--- src/rtl/cordic_rr_arb.sv ---
// cordic_rr_arb: three requesters share one in-order CORDIC engine; a DEPTH-entry tag FIFO routes results back.
// Issue and return are combinational. Issue stalls at DEPTH in flight, results stall on res_rdy. CORDIC_ARB_FIXED_PRI_EN selects fixed priority.

module cordic_rr_arb_tag_fifo #(
  parameter int W     = 2,
  parameter int DEPTH = 8
) (
  input  logic                   clk,
  input  logic                   rst,
  input  logic                   push,
  input  logic [W-1:0]           push_dat,
  input  logic                   pop,
  output logic [W-1:0]           head_dat,
  output logic [$clog2(DEPTH):0] count
);
  localparam int AW = $clog2(DEPTH);
  localparam int CW = AW + 1;

  logic [W-1:0]  mem [DEPTH];
  logic [AW-1:0] wr_ptr;
  logic [AW-1:0] rd_ptr;

  // DEPTH is a power of two, so the pointers wrap from DEPTH-1 to 0 on their own.
  always_ff @(posedge clk) begin
    if (rst) begin
      wr_ptr <= '0;
      rd_ptr <= '0;
      count  <= '0;
    end else begin
      if (push) wr_ptr <= wr_ptr + AW'(1);
      if (pop)  rd_ptr <= rd_ptr + AW'(1);
      case ({push, pop})
        2'b10:   count <= count + CW'(1);
        2'b01:   count <= count - CW'(1);
        default: count <= count;
      endcase
    end
  end

  always_ff @(posedge clk) begin
    if (push && !rst) mem[wr_ptr] <= push_dat;
  end

  assign head_dat = mem[rd_ptr];
endmodule

module cordic_rr_arb #(
  parameter int DATA_W = 32,
  parameter int DEPTH  = 8
) (
  input  logic                   clk,
  input  logic                   rst,
  input  logic [DATA_W-1:0]      req_theta0,
  input  logic [DATA_W-1:0]      req_theta1,
  input  logic [DATA_W-1:0]      req_theta2,
  input  logic [2:0]             req_vld,
  output logic [2:0]             req_rdy,
  output logic [DATA_W-1:0]      eng_theta,
  output logic                   eng_vld,
  input  logic                   eng_rdy,
  input  logic [DATA_W-1:0]      eng_res_i,
  input  logic [DATA_W-1:0]      eng_res_r,
  input  logic                   eng_res_vld,
  output logic                   eng_res_rdy,
  output logic [DATA_W-1:0]      res_i,
  output logic [DATA_W-1:0]      res_r,
  output logic [1:0]             res_tag,
  output logic                   res_vld,
  input  logic                   res_rdy,
  output logic [$clog2(DEPTH):0] outstanding,
  output logic                   err_orphan
);
  localparam int CW = $clog2(DEPTH) + 1;
  localparam logic [CW-1:0] DEPTH_C = CW'(DEPTH);

  logic [1:0] grant;
  logic [1:0] head_tag;
  logic       issue;
  logic       fifo_empty;
  logic       pop;

`ifdef CORDIC_ARB_FIXED_PRI_EN
  always_comb begin
    grant = 2'd0;
    if (req_vld[0])      grant = 2'd0;
    else if (req_vld[1]) grant = 2'd1;
    else if (req_vld[2]) grant = 2'd2;
  end
`else
  logic [1:0] last_gnt;

  // Search starts one past the last winner; reset value 2 gives requester 0 first turn.
  always_comb begin
    grant = 2'd0;
    case (last_gnt)
      2'd0: begin
        if (req_vld[1])      grant = 2'd1;
        else if (req_vld[2]) grant = 2'd2;
        else                 grant = 2'd0;
      end
      2'd1: begin
        if (req_vld[2])      grant = 2'd2;
        else if (req_vld[0]) grant = 2'd0;
        else if (req_vld[1]) grant = 2'd1;
      end
      default: begin
        if (req_vld[0])      grant = 2'd0;
        else if (req_vld[1]) grant = 2'd1;
        else if (req_vld[2]) grant = 2'd2;
      end
    endcase
  end

  always_ff @(posedge clk) begin
    if (rst)        last_gnt <= 2'd2;
    else if (issue) last_gnt <= grant;
  end
`endif

  // Registered count only: a same-cycle pop never frees a slot for a push.
  assign eng_vld = (|req_vld) && (outstanding < DEPTH_C);
  assign issue   = eng_vld && eng_rdy;
  assign req_rdy = issue ? (3'b001 << grant) : 3'b000;

  always_comb begin
    eng_theta = '0;
    if (eng_vld) begin
      case (grant)
        2'd0:    eng_theta = req_theta0;
        2'd1:    eng_theta = req_theta1;
        default: eng_theta = req_theta2;
      endcase
    end
  end

  assign fifo_empty  = (outstanding == '0);
  assign res_vld     = eng_res_vld;
  assign eng_res_rdy = res_rdy;
  assign res_i       = eng_res_i;
  assign res_r       = eng_res_r;
  assign res_tag     = fifo_empty ? 2'd0 : head_tag;
  assign pop         = eng_res_vld && res_rdy && !fifo_empty;

  // A result with no matching tag means the engine and arbiter disagree; latch it.
  always_ff @(posedge clk) begin
    if (rst)                             err_orphan <= 1'b0;
    else if (eng_res_vld && fifo_empty)  err_orphan <= 1'b1;
  end

  cordic_rr_arb_tag_fifo #(
    .W     (2),
    .DEPTH (DEPTH)
  ) u_tag_fifo (
    .clk      (clk),
    .rst      (rst),
    .push     (issue),
    .push_dat (grant),
    .pop      (pop),
    .head_dat (head_tag),
    .count    (outstanding)
  );
endmodule

--- config.mk ---
export PLATFORM = sky130hd
export DESIGN_NAME = cordic_rr_arb
export DESIGN_NICKNAME = d
export VERILOG_FILES = /design/src/rtl/cordic_rr_arb.sv
export SDC_FILE = /design/constraint.sdc
export NUM_CORES = 1
export LEC_CHECK = 0
export BUFFER_PORTS_ARGS = -buffer_cell sky130_fd_sc_hd__buf_2
export CAP_MARGIN = 10
export CELL_PAD_IN_SITES_DETAIL_PLACEMENT = 1
export CELL_PAD_IN_SITES_GLOBAL_PLACEMENT = 1
export CORE_MARGIN = 4
export CORE_UTILIZATION = 24
export CTS_CLUSTER_SIZE = 40
export DETAILED_ROUTE_END_ITERATION = 16
export PLACE_DENSITY_LB_ADDON = 0.1
export SYNTH_ARGS = -nofsm -noshare
export SYNTH_HDL_FRONTEND = slang
export SYNTH_SLANG_ARGS = --single-unit
--- constraint.sdc ---
create_clock -name clk -period 6.6 [get_ports clk]
set_input_delay 1.98 -clock clk [delete_from_list [all_inputs] [get_ports clk]]
set_output_delay 1.98 -clock clk [all_outputs]
set_load 0.02 [all_outputs]
# Word level (Yosys, flattened, before mapping)
# Memory sizes are Yosys's and may differ from the RTL's. A register that Yosys moved wholly into a read port is not among the register bits.
# Index checks and enable logic that the tools add are counted.
[op_classes]
n_eq_ne = 4
order_cmp = 1
mux = 16
addsub = 4
n_shift = 1
n_reduce_logical = 13
[op_table]
columns = ["operator", "count"]
rows = [
  ["$pmux 32 s2", 1],
  ["$mux 32", 1],
  ["$mux 2", 5],
  ["$mux 3", 3],
  ["$pmux 4 s2", 1],
  ["$add 3x1->3 const B", 2],
  ["$eq 2x1->1 const B", 3],
  ["$logic_and 1x1->1", 6],
  ["$add 4x1->4 const B", 1],
  ["$logic_not 2->1", 2],
  ["$logic_not 4->1", 1],
  ["$lt 4x4->1 const B", 1],
  ["$mux 1", 4],
  ["$pmux 2 s2", 1],
  ["$sub 4x1->4 const B", 1],
  ["$reduce_or 3->1", 1],
  ["$shl 1x2->3 const A", 1],
  ["$eq 2x2->1 const B", 1],
  ["$logic_not 1->1", 2],
  ["$reduce_bool 2->1", 1],
]
[totals]
ram_bits = 16
mem_count = 1
output_inout_bits = 109
register_bits = 13
[mem_list]
columns = ["name", "depth", "word_bits", "read_ports", "rd_ports_with_merged_regs", "write_ports", "line_no", "source"]
rows = [
  ["u_tag_fifo.mem", 8, 2, 1, 1, 1, "19", "logic [W-1:0] mem [DEPTH];"],
]

# Longest topological paths before layout
# Gate-level depths: netlist of run 1.
[depth]
depth_word = 7
ltp_mapped = 10
ltp_nobuf = 9

# By module
# Synthesis of run 1 repeated with hierarchy kept, for this count alone.
[hier_totals]
cells_unflattened = 303
hier_area_um2 = 2862.7
[modules_own_cells]
columns = ["module", "instances", "seq_area_each_um2", "cells_each", "area_per_inst_um2"]
rows = [
  ["cordic_rr_arb", 1, 60.1, 211, 1634.1],
  ["cordic_rr_arb_tag_fifo", 1, 740.7, 92, 1228.7],
]

# Least setup slack after synthesis of run 1
# Ideal clock, no wire load.
[synth_path]
path_type = "input port to output port"
from = "input req_vld[1]"
to = "output eng_theta[11]"
t_arrival_ns = 3.148
stages = 6
path_buffers = 2
slack_ns = 1.472
cell_sequence = "buf_4 > a2bb2oi_1 > o21ai_1 > clkbuf_1 > nand2_1 > a21oi_1"
[synth_via]
elab_chain_cells = 7
[synth_lines]
columns = ["element", "line_no", "source"]
rows = [
  ["from (decl)", "56", "input logic [2:0] req_vld,"],
  ["$mux 1", "104", "else if (req_vld[1]) grant = 2'd1;"],
  ["$mux 1", "103", "else if (req_vld[0]) grant = 2'd0;"],
  ["$mux 2", "102", "if (req_vld[2]) grant = 2'd2;"],
  ["$pmux 2 s2", "95", "case (last_gnt)"],
  ["$eq 2x1->1 or $logic_not 2->1 (tied branches)", "128", "case (grant)"],
  ["$pmux 32 s2", "128", ""],
  ["$mux 32 (*)", "127", "if (eng_vld) begin"],
  ["to (decl)", "58", "output logic [DATA_W-1:0] eng_theta,"],
]
# Every way passes the cells marked *; elsewhere a longest branch is shown, timed or not.

# Worst setup path after layout of run 1
[layout_path]
from = "input req_vld[2]"
to = "output eng_theta[2]"
[layout_via]
elab_chain_cells = 7
[layout_lines]
columns = ["element", "line_no", "source"]
rows = [
  ["$mux 2", "98, 109", ""],
  ["$mux 2", "108", "else if (req_vld[1]) grant = 2'd1;"],
  ["$mux 2", "107", "if (req_vld[0]) grant = 2'd0;"],
  ["$pmux 2 s2", "95", ""],
  ["$eq 2x1->1 or $logic_not 2->1 (tied branches)", "128", ""],
  ["$pmux 32 s2", "128", ""],
  ["$mux 32 (*)", "127", ""],
]
# Marks and branches as above.

==> results of run 1 <==
logic make-up (layout without fill, tap and decap cells):
kind of cell / count (synthesis) / in the layout / share of synthesized area
compound gates: 80 / 80 / 0.209
xor+xnor: 7 / 7 / 0.0236
fa+ha+maj: 5 / 5 / 0.0241
buf+inv: 89 / 164 / 0.230
flops: 32 / 32 / 0.308
mux: 8 / 8 / 0.0505
simple gates: 83 / 83 / 0.155
cells in the final DEF, fill, tap and decap left out, drive strengths merged, types with 2 or more instances in the layout:
cell / Yosys / routed
nand2: 41 / 41
nor2: 19 / 19
nand3b: 2 / 2
nor2b: 2 / 2
dfxtp: 16 / 16
o21ai: 4 / 4
edfxtp: 16 / 16
a21oi: 38 / 38
inv: 3 / 3
or3: 2 / 2
ha: 5 / 5
clkbuf: 11 / 7
nor4: 2 / 2
a32oi: 32 / 32
nor3: 4 / 4
mux4: 4 / 4
mux2i: 3 / 3
xor2: 5 / 5
xnor2: 2 / 2
nand4: 2 / 2
nand3: 4 / 4
buf: 75 / 153
layer usage:
metal	share of wire	track usage	wire length, um
met5	0	0	0
met4	0.0047	0.0168	46
met3	0.14	0.103	1380
met2	0.47	0.243	4590
met1	0.38	0.165	3730
state kept, by name, summed over array words and instances (netlist names), named ones only:
signal and cells:
err_orphan 1, last_gnt 2, u_tag_fifo.count 4, u_tag_fifo.mem 16, u_tag_fifo.rd_ptr 3, u_tag_fifo.wr_ptr 3
through the flow:
| stage | total power [mW] | hold WS (ps) | instances |
|---|---|---|---|
| 2_1_floorplan | 0.479 | 468 | 304 |
| 3_3_place_gp | 0.525 | 445 | 507 |
| 3_5_place_dp | 0.527 | 456 | 507 |
| 4_1_cts | 0.671 | 471 | 515 |
| 5_1_grt | 0.708 | 550 | 515 |
| 6_report | 0.660 | 463 | 515 |
final timing paths:
path / from / end / slack [ps] / cells after the start
setup reg to reg: u_tag_fifo.count[0]$_SDFFE_PP0P_ / u_tag_fifo.count[2]$_SDFFE_PP0P_ / 4170 / 9
hold / removal: err_orphan$_SDFFE_PP0P_ / err_orphan$_SDFFE_PP0P_ / 460 / 2
setup / recovery: req_vld[2] / eng_theta[2] / 1060 / 7
hold reg to reg: err_orphan$_SDFFE_PP0P_ / err_orphan$_SDFFE_PP0P_ / 460 / 2
worst register-to-register path, stage by stage, from the launching register on:
cell and delay, ps:
dfxtp_1 390, nor4_4 460, nor2_1 190, ha_1 290, xor2_1 170, ha_1 190, a21oi_1 140, xor2_1 90
or3_1 310, a21oi_1 140
final cells by class:
class	count	area, um2	share of cell area
multi-input cells	183	1200	0.396
flip-flops and latches	32	801	0.263
repair buffers	153	778	0.256
well taps	136	170	0.0559
clock buffers	7	76.3	0.0251
inverters	3	11.3	0.00370
clock inverters	1	3.75	0.00123
power groups by stage:
stage               clock network (mW)  logic, mW  registers (mW)
finish                           0.143      0.274           0.243
detailed placement                   0      0.278           0.249
global placement                     0      0.277           0.248
CTS                              0.147      0.280           0.244
global route                     0.157      0.304           0.247
floorplan                            0      0.231           0.248
==> summary.md, run 1 <==
| Metric | Value |
|---|---|
| Yosys top cell area share | `0.196` |
| PD cells | `217 nW/um2` |
| Routed Wire Length | `9750 um` |
| Initial Utilization | `0.250` |
| Max_cap viols | `0` |
| Synthesized cell area | `approximately 2600 um2` |
| Share of layout cells above drive strength 1 | `0.451` |
| Die area | `~13000 um2` |
| Psw | `256 uW` |
| Yosys warnings | `0` |
| Synthesized flop and latch total | `32` |
| CP max stage delay | `390 ps` |
| Worst Skew | `approximately 6.0 ps` |
| Finished Core Util | `0.292` |
| Fin crit share | `0.840` |
| CTS tree | `done` |
| Fillers | `1298` |
| Post-synth top flop | `edfxtp_1` |
| Post-synthesis area per instance | `around 8.6 um2` |
| Half-perimeter wire length after placement | `7780 um` |
| Post-route cell area | `between 3000 and 4000 um2` |
| CTS max path bufs | `2` |
| DRC Markers | `0` |
| Family with the most delay on the worst path | `buffers and inverters` |
| Number of distinct library cells after synthesis | `41` |
| Initial DRC count | `63` |
| Post-place setup slack | `approximately 1000 ps` |
| Ant. Diodes | `0` |
| Fmax | `around 180 MHz` |
| First-pass GRT wire length | `roughly 15000 um` |
| Biggest fanout along the worst timing path | `25` |
| Die Span Y | `112 um` |
| Final setup vio count | `0` |
| Run status | `completed` |
| I/O Buffers | `~150` |
| Clock transition at path regs | `60 ps` |
| WP data required | `4620 ps` |
| Setup TNS | `0 ps` |
| Final worst slack | `1060 ps` |
| GRT overflow | `0` |
| Die width | `roughly 110 um` |
| Tot GR Track Use | `0.149` |
| Post-synth top area cell | `buf_4` |
| CTS sink count | `32` |
| Post-CTS Setup Bufs | `0` |
| Post-route ant nets | `0` |
| Final net count | `551` |
| Critical Path End Type | `primary output` |
| Kind of critical path | `in2out` |
| Initial antenna violation count | `0` |
| CP startpoint kind | `input port` |
| CTS resizes | `0` |
| Root Buffer | `clkbuf_8` |
| Pleak | `between 1 and 1.5 nW` |
| TritonRoute pass-1 iters | `4` |
| Slew HR | `0.564` |
| Slew @ Worst Pin | `646 ps` |
| Most frequent cell after synthesis | `buf_4` |
| Pint | `404 uW` |
| Min-Delay Path Class | `reg2reg` |
| Sequential area share after synthesis | `0.308` |
| WL/cell | `18.9 um` |
| CTS buffer count | `5` |
| Via count | `2490` |
| I/O Pins | `277` |
| Post-synth top cells | `buf_4, nand2_1, a21oi_1` |
| Post-synthesis net count | `477` |
| Fin. max-slew vios | `0` |
| Post-Place Cell Area | `2970 um2` |
| Critical Path AT | `3560 ps` |
| EDFF count, synth | `16` |
| Worst-Skew Late Latency | `280 ps` |
| Vias in the first global route | `2728` |
| Drt via density | `4.83` |
| Sw Ratio | `0.388` |
| Core Rows | `37` |
| Clock power frac | `0.217` |
| H-tree depth | `2` |
| Largest net degree at the start of global routing | `34` |
| Peak supply drop | `67.8 uV` |
| Final weighted congestion in routability-driven placement | `0.759` |
| CTS Hold Bufs | `0` |
| Sequential power share | `0.369` |
| Final Hold Fails | `0` |
| Min Tclk post-route | `5540 ps` |
| Crit path cell chain | `buf_2, nor2b_1, o22ai_2, buf_4, a32oi_1, a21oi_1, buf_2` |
| Cell count after synthesis | `between 300 and 400` |
| Async set-reset flop share out of synthesis | `0` |
| Worst-path cell with the longest stage delay | `o22ai_2` |
| RSZ-0062 raised after global routing | `no` |
| CP most frequent cell | `buf_2` |
| Synth top area cells | `buf_4, edfxtp_1, dfxtp_1` |
| Core region area | `10400 um2` |
| Worst Path Buf+Inv | `3` |
| Combinational Power Share | `0.414` |
| Synth-to-Final Area Change | `17.1%` |
Power figures use the tool's default switching activity.
==> inputs of run 2 (changes only) <==
--- a/config.mk
+++ b/config.mk
@@ -10,7 +10,7 @@
 export CELL_PAD_IN_SITES_DETAIL_PLACEMENT = 1
 export CELL_PAD_IN_SITES_GLOBAL_PLACEMENT = 1
 export CORE_MARGIN = 4
-export CORE_UTILIZATION = 24
+export CORE_UTILIZATION = 23
 export CTS_CLUSTER_SIZE = 40
 export DETAILED_ROUTE_END_ITERATION = 16
 export PLACE_DENSITY_LB_ADDON = 0.1
==> constraint.sdc (replaced) <==
create_clock -name clk -period 5.6 [get_ports clk]
set_input_delay 1.68 -clock clk [delete_from_list [all_inputs] [get_ports clk]]
set_output_delay 1.68 -clock clk [all_outputs]
set_load 0.02 [all_outputs]
==> run 2 against run 1 <==
  * Utilization decreased by 0.60 points
  * Flip-flop and latch count did not move
  * Sequential share of layout area down 0.72 points
  * Clock skew shrank 2.8 ps
  * Setup slack worse by 420 ps
  * Hold slack better by 12 ps
  * Via count grew 1.2%
  * Sequential power grew 19%
  * Clock power is 79% higher
  * Combinational power is 19% higher
  * Register-to-register slack lost 1000 ps
  * Global-route usage barely moved
  * Critical endpoint is now eng_theta[3]
  * Largest cell class unchanged
==> summary.md, run 2 (synthesis gave the netlist of run 1 again) <==
| Metric | Value |
|---|---|
| Half-perimeter wire length after placement | `7930 um` |
| Biggest fanout along the worst timing path | `24` |
| CP most frequent cell | `buf_2` |
| Final Hold Fails | `0` |
| Run status | `completed` |
| CTS tree | `done` |
| Via count | `2519` |
| Peak supply drop | `126 uV` |
| CP startpoint kind | `input port` |
| Commonest cells after routing, fill and taps aside | `buf_2, nand2_1, a21oi_1` |
| Met3 usage | `0.101` |
| CTS max path bufs | `2` |
| Worst Skew | `3.27 ps` |
| Share of layout cells above drive strength 1 | `0.451` |
| Kind of critical path | `in2out` |
| I/O Pins | `277` |
| Pleak | `roughly 1.4 nW` |
| Final setup vio count | `0` |
| Hold_sp | `err_orphan$_SDFFE_PP0P_` |
| Core region area | `10900 um2` |
| Die area | `13100 um2` |
| TritonRoute pass-1 iters | `4` |
| Initial antenna violation count | `1` |
| CTS buffer count | `5` |
| CTS resizes | `0` |
| Largest register FFs | `16` |
| Core Rows | `38` |
| Post-CTS Setup Bufs | `0` |
| Tot GR Track Use | `0.149` |
| Largest net degree at the start of global routing | `35` |
| Ant. Diodes | `0` |
| Setup TNS | `0 ps` |
| WL/cell | `19.4 um` |
| First-pass GRT wire length | `15400 um` |
| I/O Buffers | `148` |
| DRC Markers | `0` |
| Fin. max-slew vios | `0` |
| PD cells | `278 nW/um2` |
| Initial Utilization | `0.238` |
| WP data required | `slightly below 4000 ps` |
| Clock transition at path regs | `~50 ps` |
| Vias in the first global route | `2830` |
| Finished Core Util | `0.286` |
| Largest regs | `u_tag_fifo.mem: 16 flops, u_tag_fifo.count: 4 flops` |
| Min-Delay Path Class | `reg2reg` |
| Reg-to-reg critical path startpoint | `u_tag_fifo.count[1]$_SDFFE_PP0P_` |
| GRT busiest layer | `met2` |
| CTS sink count | `32` |
| Final weighted congestion in routability-driven placement | `roughly 0.77` |
| Fmax | `202 MHz` |
| GR Layer Usage met2 | `0.228` |
| Worst-Skew Late Latency | `270 ps` |
| CTS Hold Bufs | `0` |
| CP max stage delay | `510 ps` |
| RSZ-0062 raised after global routing | `no` |
| Fin crit share | `0.885` |
| GRT overflow | `0` |
| Root Buffer | `clkbuf_16` |
| Worst-path cell with the longest stage delay | `a22o_1` |
| Non-Filler Instances | `approximately 520` |
| Initial DRC count | `102` |
| Final net count | `around 550` |
| Slew @ Worst Pin | `913 ps` |
| Critical Path End Type | `primary output` |
| Crit path cell chain | `buf_2, nor2b_1, a22o_1, buf_12, a32oi_1, a21oi_1, buf_2` |
| Die width | `114 um` |
| Critical Path AT | `3280 ps` |
| Min Tclk post-route | `4960 ps` |
| Commonest non-fill, non-tap cell in the layout | `buf_2` |
| Crit path launch | `req_vld[2]` |
| Slew HR | `0.391` |
| Largest Register | `u_tag_fifo.mem` |
| Synth-to-Final Area Change | `20.5%` |
| R2R setup slack | `3170 ps` |
| Post-route ant nets | `0` |
| Routed Wire Length | `between 10000 and 15000 um` |
| Drt via density | `4.85` |
| H-tree depth | `2` |
| Max_cap viols | `0` |
| Placed cells | `511` |
| Met1 global-route usage | `0.169` |
| Die Span Y | `114 um` |
[run 2: cell counts in the layout (fill, tap and decap cells not counted)]
No cell type changed its count.
[run 2: worst paths after layout]
path,endpoint,depth (start not counted)
worst min-delay path,err_orphan$_SDFFE_PP0P_,2
worst max register to register,u_tag_fifo.count[2]$_SDFFE_PP0P_,9
worst min register to register,err_orphan$_SDFFE_PP0P_,2
worst max-delay path,eng_theta[3],7
[run 2: layout make-up]
type / instances / area [um2]
Clock buffer: 7 / 133
Clock inverter: 1 / 3.75
Fill cell: 1340 / 7800
Inverter: 3 / 11.3
Multi-Input combinational cell: 183 / 1200
Sequential cell: 32 / 801
Tap cell: 140 / 175
Timing Repair Buffer: 153 / 803
[run 2: metrics by stage]
stage	hold slack (ps)	power (mW)	instance area (um2)	worst slack (ps)
2_1_floorplan	468	0.565	2600	1070
3_3_place_gp	446	0.624	3000	659
3_5_place_dp	463	0.627	3000	600
4_1_cts	475	0.888	3130	599
5_1_grt	530	0.929	3130	498
6_report	474	0.871	3130	642
[run 2: routing by layer]
metal  wire length [um]  part of all wire
met1               3810              0.38
met2               4620              0.46
met3               1490              0.15
met4                136             0.014
met5                  7           0.00070
[run 2: where the power goes]
part           total, mW  internal [mW]  switching, mW  leakage (nW)
sequential         0.288          0.263         0.0245         0.278
clock              0.256          0.163         0.0932        0.0655
combinational      0.327          0.131          0.196          1.04
total              0.871          0.557          0.314          1.38
[run 2: critical path, delay by kind of cell]
| kind | cells | cell delay, ps |
|---|---|---|
| AO/OA/AOI/OAI | 3 | 790 |
| buffers and inverters | 3 | 580 |
| AND/OR/NAND/NOR | 1 | 220 |
